## src/rtl/if_stage_pkg.sv

```systemverilog
`default_nettype none
// ============================================================================
// Module   : if_stage_pkg
// Brief    : Shared core types and constants for the RV32I fetch stage.
// Revision : 1.0 - initial release
// ============================================================================
package if_stage_pkg;

    localparam int c_XLEN = 32;

    typedef logic [c_XLEN-1:0] pc_t;
    typedef logic [4:0]        reg_t;

    localparam logic [31:0] NOP_INSTR = 32'h0000_0013;

    typedef enum logic [1:0] {
        FETCH = 2'd0,
        WAIT  = 2'd1,
        HOLD  = 2'd2,
        DROP  = 2'd3
    } fetch_state_e;

endpackage
`default_nettype wire

```

## src/rtl/if_stage_if_id_reg.sv

```systemverilog
`default_nettype none
// ============================================================================
// Module   : if_id_reg
// Brief    : IF/ID pipeline register with load, hold and flush controls.
// Revision : 1.0 - initial release
// ============================================================================
module if_id_reg #(
    parameter int               XLEN      = 32,
    parameter logic [XLEN-1:0]  RESET_PC  = '0,
    parameter logic [31:0]      NOP_INSTR = 32'h0000_0013
) (
    input  logic            i_clk,
    input  logic            i_rst,
    input  logic            i_load,
    input  logic            i_flush,
    input  logic [XLEN-1:0] i_pc,
    input  logic [31:0]     i_instr,
    output logic            o_valid,
    output logic [XLEN-1:0] o_pc,
    output logic [XLEN-1:0] o_pc4,
    output logic [31:0]     o_instr
);

    logic            r_valid;
    logic [XLEN-1:0] r_pc;
    logic [XLEN-1:0] r_pc4;
    logic [31:0]     r_instr;

    // Flush dominates load; the PC fields are left alone on flush.
    always_ff @(posedge i_clk or posedge i_rst) begin
        if (i_rst) begin
            r_valid <= 1'b0;
            r_pc    <= RESET_PC;
            r_pc4   <= RESET_PC + XLEN'(4);
            r_instr <= NOP_INSTR;
        end else if (i_flush) begin
            r_valid <= 1'b0;
            r_instr <= NOP_INSTR;
        end else if (i_load) begin
            r_valid <= 1'b1;
            r_pc    <= i_pc;
            r_pc4   <= i_pc + XLEN'(4);
            r_instr <= i_instr;
        end
    end

    assign o_valid = r_valid;
    assign o_pc    = r_pc;
    assign o_pc4   = r_pc4;
    assign o_instr = r_instr;

endmodule
`default_nettype wire

```

## src/rtl/if_stage.sv

```systemverilog
`default_nettype none
// ============================================================================
// Module   : if_stage
// Brief    : Instruction fetch FSM, PC and IF/ID register of the RV32I core.
// Revision : 1.0 - initial release
// ============================================================================
module if_stage #(
    parameter int               XLEN      = 32,
    parameter logic [XLEN-1:0]  RESET_PC  = '0,
    parameter logic [31:0]      NOP_INSTR = 32'h0000_0013
) (
    input  logic            i_clk,
    input  logic            i_rst,
    input  logic            i_stall,
    input  logic            i_EX_redirect,
    input  logic [XLEN-1:0] i_EX_redirect_pc,
    output logic            o_imem_req,
    output logic [XLEN-1:0] o_imem_addr,
    input  logic            i_imem_gnt,
    input  logic            i_imem_rvalid,
    input  logic [31:0]     i_imem_rdata,
    output logic            o_ID_valid,
    output logic [XLEN-1:0] o_ID_pc,
    output logic [XLEN-1:0] o_ID_pc4,
    output logic [31:0]     o_ID_instr
);

    import if_stage_pkg::*;

    fetch_state_e    r_state;
    fetch_state_e    w_state_nxt;
    logic [XLEN-1:0] r_pc;
    logic [XLEN-1:0] w_pc_nxt;
    logic            r_hold_valid;
    logic            w_hold_valid_nxt;
    logic [31:0]     r_hold_instr;
    logic [31:0]     w_hold_instr_nxt;
    logic [XLEN-1:0] r_hold_pc;
    logic [XLEN-1:0] w_hold_pc_nxt;
    logic            w_id_load;
    logic            w_id_flush;
    logic [XLEN-1:0] w_id_pc;
    logic [31:0]     w_id_instr;
    logic            w_unused_lsbs;

    // Target is always word aligned; the low bits are dropped on purpose.
    assign w_unused_lsbs = ^i_EX_redirect_pc[1:0];

    always_ff @(posedge i_clk or posedge i_rst) begin
        if (i_rst) begin
            r_state      <= FETCH;
            r_pc         <= RESET_PC;
            r_hold_valid <= 1'b0;
            r_hold_instr <= NOP_INSTR;
            r_hold_pc    <= RESET_PC;
        end else begin
            r_state      <= w_state_nxt;
            r_pc         <= w_pc_nxt;
            r_hold_valid <= w_hold_valid_nxt;
            r_hold_instr <= w_hold_instr_nxt;
            r_hold_pc    <= w_hold_pc_nxt;
        end
    end

    always_comb begin
        w_state_nxt      = r_state;
        w_pc_nxt         = r_pc;
        w_hold_valid_nxt = r_hold_valid;
        w_hold_instr_nxt = r_hold_instr;
        w_hold_pc_nxt    = r_hold_pc;
        w_id_load        = 1'b0;
        w_id_flush       = 1'b0;
        w_id_pc          = r_pc;
        w_id_instr       = i_imem_rdata;

        if (i_EX_redirect) begin
            // Any fetch still owed by memory must be drained in DROP.
            w_pc_nxt         = {i_EX_redirect_pc[XLEN-1:2], 2'b00};
            w_id_flush       = 1'b1;
            w_hold_valid_nxt = 1'b0;
            case (r_state)
                FETCH:   w_state_nxt = i_imem_gnt    ? DROP  : FETCH;
                WAIT:    w_state_nxt = i_imem_rvalid ? FETCH : DROP;
                HOLD:    w_state_nxt = FETCH;
                DROP:    w_state_nxt = i_imem_rvalid ? FETCH : DROP;
                default: w_state_nxt = FETCH;
            endcase
        end else begin
            case (r_state)
                FETCH: begin
                    if (i_imem_gnt) begin
                        w_state_nxt = WAIT;
                    end
                end
                WAIT: begin
                    if (i_imem_rvalid) begin
                        if (!i_stall) begin
                            w_id_load   = 1'b1;
                            w_pc_nxt    = r_pc + XLEN'(4);
                            w_state_nxt = FETCH;
                        end else begin
                            w_hold_valid_nxt = 1'b1;
                            w_hold_instr_nxt = i_imem_rdata;
                            w_hold_pc_nxt    = r_pc;
                            w_state_nxt      = HOLD;
                        end
                    end
                end
                HOLD: begin
                    if (!i_stall) begin
                        w_id_load        = 1'b1;
                        w_id_pc          = r_hold_pc;
                        w_id_instr       = r_hold_instr;
                        w_pc_nxt         = r_pc + XLEN'(4);
                        w_hold_valid_nxt = 1'b0;
                        w_state_nxt      = FETCH;
                    end
                end
                DROP: begin
                    if (i_imem_rvalid) begin
                        w_state_nxt = FETCH;
                    end
                end
                default: w_state_nxt = FETCH;
            endcase
        end
    end

    assign o_imem_req  = (r_state == FETCH) && !i_rst;
    assign o_imem_addr = r_pc;

    if_id_reg #(
        .XLEN      (XLEN),
        .RESET_PC  (RESET_PC),
        .NOP_INSTR (NOP_INSTR)
    ) u_if_id_reg (
        .i_clk   (i_clk),
        .i_rst   (i_rst),
        .i_load  (w_id_load),
        .i_flush (w_id_flush),
        .i_pc    (w_id_pc),
        .i_instr (w_id_instr),
        .o_valid (o_ID_valid),
        .o_pc    (o_ID_pc),
        .o_pc4   (o_ID_pc4),
        .o_instr (o_ID_instr)
    );

endmodule
`default_nettype wire

```

## config.mk

```make
export PLATFORM = sky130hd
export DESIGN_NAME = if_stage
export DESIGN_NICKNAME = d
export VERILOG_FILES = /design/src/rtl/if_stage_pkg.sv /design/src/rtl/if_stage_if_id_reg.sv /design/src/rtl/if_stage.sv
export SDC_FILE = /design/constraint.sdc
export NUM_CORES = 1
export LEC_CHECK = 0
export ABC_AREA = 1
export CORE_UTILIZATION = 53
export CTS_CLUSTER_SIZE = 30
export DETAILED_ROUTE_END_ITERATION = 8
export PLACE_DENSITY = 0.81
export SLEW_MARGIN = 10
export SYNTH_ARGS = -nofsm -noshare
export SYNTH_HDL_FRONTEND = slang
export SYNTH_SLANG_ARGS = --single-unit
```

## constraint.sdc

```tcl
create_clock -name i_clk -period 7.1 [get_ports i_clk]
set_clock_uncertainty 0.05 [all_clocks]
set_input_delay 1.42 -clock i_clk [delete_from_list [all_inputs] [get_ports i_clk]]
set_output_delay 1.42 -clock i_clk [all_outputs]
set_load 0.02 [all_outputs]
```

==> results_dict.tcl <==
set metrics [dict create \
    max_slew_margin 0.280 \
    startpoint_type "input port" \
    r2r-end "u_if_id_reg.o_pc4[27]" \
    die-width_um 144 \
    path_class "in2reg" \
    vdd_drop_max_v 0.000256 \
    portBuffers 195 \
    cts_root_buf "clkbuf_16" \
    grt_pass1_vias 9712 \
    cp.required_ns 7.37 \
    path_buf_inv 4 \
    r2r_slack_ns 3.72 \
    hpwl_um 20900 \
    fmax_mhz 236 \
    leakage_nw 6.03 \
    maxSlewViolCount 0 \
    highest-signal-layer "met4" \
    clk_pin_slew_worst_paths_ns 0.07 \
    status "finished, final reports clean" \
    yosysTopAreaCellShare 0.431 \
    worstPathArrival_ns 4.52 \
    setup_slack_ns 2.85 \
    globalRouteOverflowTotal 0 \
    fin_crit_ns 4.25 \
    drt_iter0_drc 923 \
    num-nets-final 1680 \
    grt_max_degree 101 \
    synthCells 1458 \
    power.density_mw_per_mm2 432 \
    dieHeight_um 144 \
    grt_usage 0.304 \
    holdWs_ns 0.421 \
    yosysTopAreaCell "dfrtp_1" \
    setup_viol 0 \
    critPathSlowestCell "inv_4" \
    setup_tns_ns 0 \
    diodes 0 \
    rows 51 \
    cts_sinks 191 \
    vias 10500 \
    ys_ff_latch 191 \
    r2r_cells 14 \
    hold_class "reg2reg" \
    final_layout_size_suffix_gt1_frac 0.0594 \
    gp_congestion 0.944 \
    cts_resized 0 \
    antenna_found_initial 0 \
    finalHoldViolCount 0 \
    syn_to_final_growth_pct 23.5 \
    synth_area_leaders "dfrtp_1, nand2_1, o21ai_0" \
    remaining_drc_errors 0 \
    detail_route.wl_per_cell_um 16.1 \
    path_max_fanout 49 \
    h-tree-depth 4 \
    cts_buffer_depth 2 \
    timing.final.crit_share 0.598 \
    ant_nets 0 \
    crit_top_cell "nand2_1" \
    cp_top_family "simple AND/OR/NAND/NOR gates" \
    first_pass_iters 6 \
    wl_met3_um 2340 \
    rsz0062_at_grt "false" \
    grt_pass1_wl_um 49100 \
    critical_path.cell_chain "clkdlybuf4s50_1 > buf_4 > inv_4 > nand2_4 > nand2_1 > o21ai_2 > inv_1 > ha_1 > nand3_1 > nor2_4 > nand3_2 > nor2_1 > nand2_1 > nand2_1 > nor2_1" \
    worst-path-stages 15 \
    worst_pin_slew_ns 1.08 \
    final_cell_mix "nand2_1, clkdlybuf4s50_1, dfrtp_1" \
    syn_area_mm2 0.0107 \
    crit_path_start "i_EX_redirect" \
    layout_commonest_cell "nand2_1" \
    ioPinCount 200 \
    vias_per_cell 5.56 \
    hold_buffers 0 \
    dieArea_mm2 0.0207 \
    cts_tree "done" \
    routed_wl_um 30200 \
    fillers 1689 \
    start_util 0.546 \
    core_area_mm2 0.0196 \
    r2r_start "r_state[0]" \
    ys_seq_area_frac 0.448 \
    cp-end-kind "register" \
    synth.avg_cell_area_um2 7.33 \
    netlist-cell-type-count 43 \
    place_ws_ns 2.48 \
    route.met2.wl_um 13400 \
    cts_buffers 17 \
    cpPeakStageDelay_ns 0.44 \
    drv_cap 0 \
    worstSkewPairLatency_ns 0.44 \
    wl_met1_um 13800 \
    total_power_mw 5.70 \
    cts_setup_buffers 0 \
    setup.worst_path.end "u_if_id_reg.o_pc4[16]" \
    yosys_warnings 0 \
]
-- worst register-to-register path, cell delays in order, from the launching register on --
cell and delay, ns:
dfrtp_1 0.40, inv_1 0.14, ha_1 0.31, inv_2 0.12, nor2_4 0.67, buf_4 0.48, nand2_1 0.11, nand2_1 0.16
nand2_2 0.12, nor2_4 0.13, nand3_1 0.19, nor2_2 0.20, nand2_1 0.07, nand2_1 0.06, nand3_1 0.06
-- cells in the mapped netlist --
master,instances
a21oi_1,61
nor2_4,7
nor3_2,2
o21bai_1,1
buf_2,15
xor2_1,5
buf_1,10
nand2b_1,1
inv_2,7
o21ai_0,148
nor2_8,2
nand3_1,77
dfstp_2,7
o21a_1,5
o21ai_1,10
nand2_4,2
nand3_4,1
inv_4,1
or2_2,2
buf_6,9
nand4_1,15
a31oi_1,28
nand2_1,416
buf_4,10
nor2_1,164
a22oi_1,34
ha_1,7
o22ai_1,9
nor3_4,1
dfrtp_1,184
o221ai_1,3
o21ai_2,3
nor2_2,4
o31ai_1,4
o211ai_1,4
nand2_2,11
clkbuf_1,38
nand3b_1,1
o311ai_0,1
conb_1,1
nand3_2,1
inv_1,128
nor3_1,18
-- routing by layer --
| layer | global-route usage | vias up |
|---|---|---|
| met5 | 0 | - |
| met4 | 0.0997 | 0 |
| met3 | 0.0526 | 60 |
| met2 | 0.452 | 457 |
| met1 | 0.447 | 4893 |
| li1 | - | 5041 |
-- final cells by class --
type                            instances  area, um2  share of cell area
Multi-Input combinational cell       1050       4980               0.377
Sequential cell                       191       4790               0.363
Timing Repair Buffer                  207       2040               0.154
Inverter                              136        518              0.0392
Clock buffer                           20        437              0.0331
Tap cell                              265        332              0.0251
Clock inverter                         12        113             0.00853
-- through the flow --
stage / utilization / std cells / instance area, um2
3_3_place_gp: 0.646 / 1849 / 12700
6_report: 0.674 / 1881 / 13200
4_1_cts: 0.674 / 1881 / 13200
5_1_grt: 0.674 / 1881 / 13200
3_5_place_dp: 0.646 / 1849 / 12700
2_1_floorplan: - / 1459 / 10700
-- cell families after synthesis --
kind of cell / Yosys count / share of synthesized area
other: 1 / 0.000351
DFF: 191 / 0.448
xor gates and xnor gates: 5 / 0.00410
and+or+nand+nor: 725 / 0.287
AOI/OAI and AO/OA: 311 / 0.164
buffers and inverters: 218 / 0.0884
adders and majority gates: 7 / 0.00819
-- where the power goes --
| group | switching, mW | internal [mW] |
|---|---|---|
| Clock | 0.432 | 0.486 |
| Combinational | 1.73 | 1.08 |
| Sequential | 0.398 | 1.58 |
-- state kept, by name, indices dropped and copies added (netlist names) --
register / cells
r_hold_instr: 32
r_hold_pc: 32
u_if_id_reg.o_instr: 32
u_if_id_reg.o_pc: 32
o_imem_addr: 30
u_if_id_reg.o_pc4: 30
r_state: 2
u_if_id_reg.o_valid: 1
-- how the worst min path moves through the flow --
stage                                    start                    to  slack, ns  cells after the start
after floorplan                r_hold_instr[0]       r_hold_instr[0]       0.42                      2
after global placement    u_if_id_reg.o_pc[30]  u_if_id_reg.o_pc[30]       0.40                      2
after detailed placement  u_if_id_reg.o_pc4[2]  u_if_id_reg.o_pc4[2]       0.41                      2
after CTS                 u_if_id_reg.o_pc4[2]  u_if_id_reg.o_pc4[2]       0.42                      2
after global routing      u_if_id_reg.o_pc[18]  u_if_id_reg.o_pc[18]       0.44                      2
final                     u_if_id_reg.o_pc4[2]  u_if_id_reg.o_pc4[2]       0.42                      2
No activity file was read; power rests on OpenSTA's default activity.
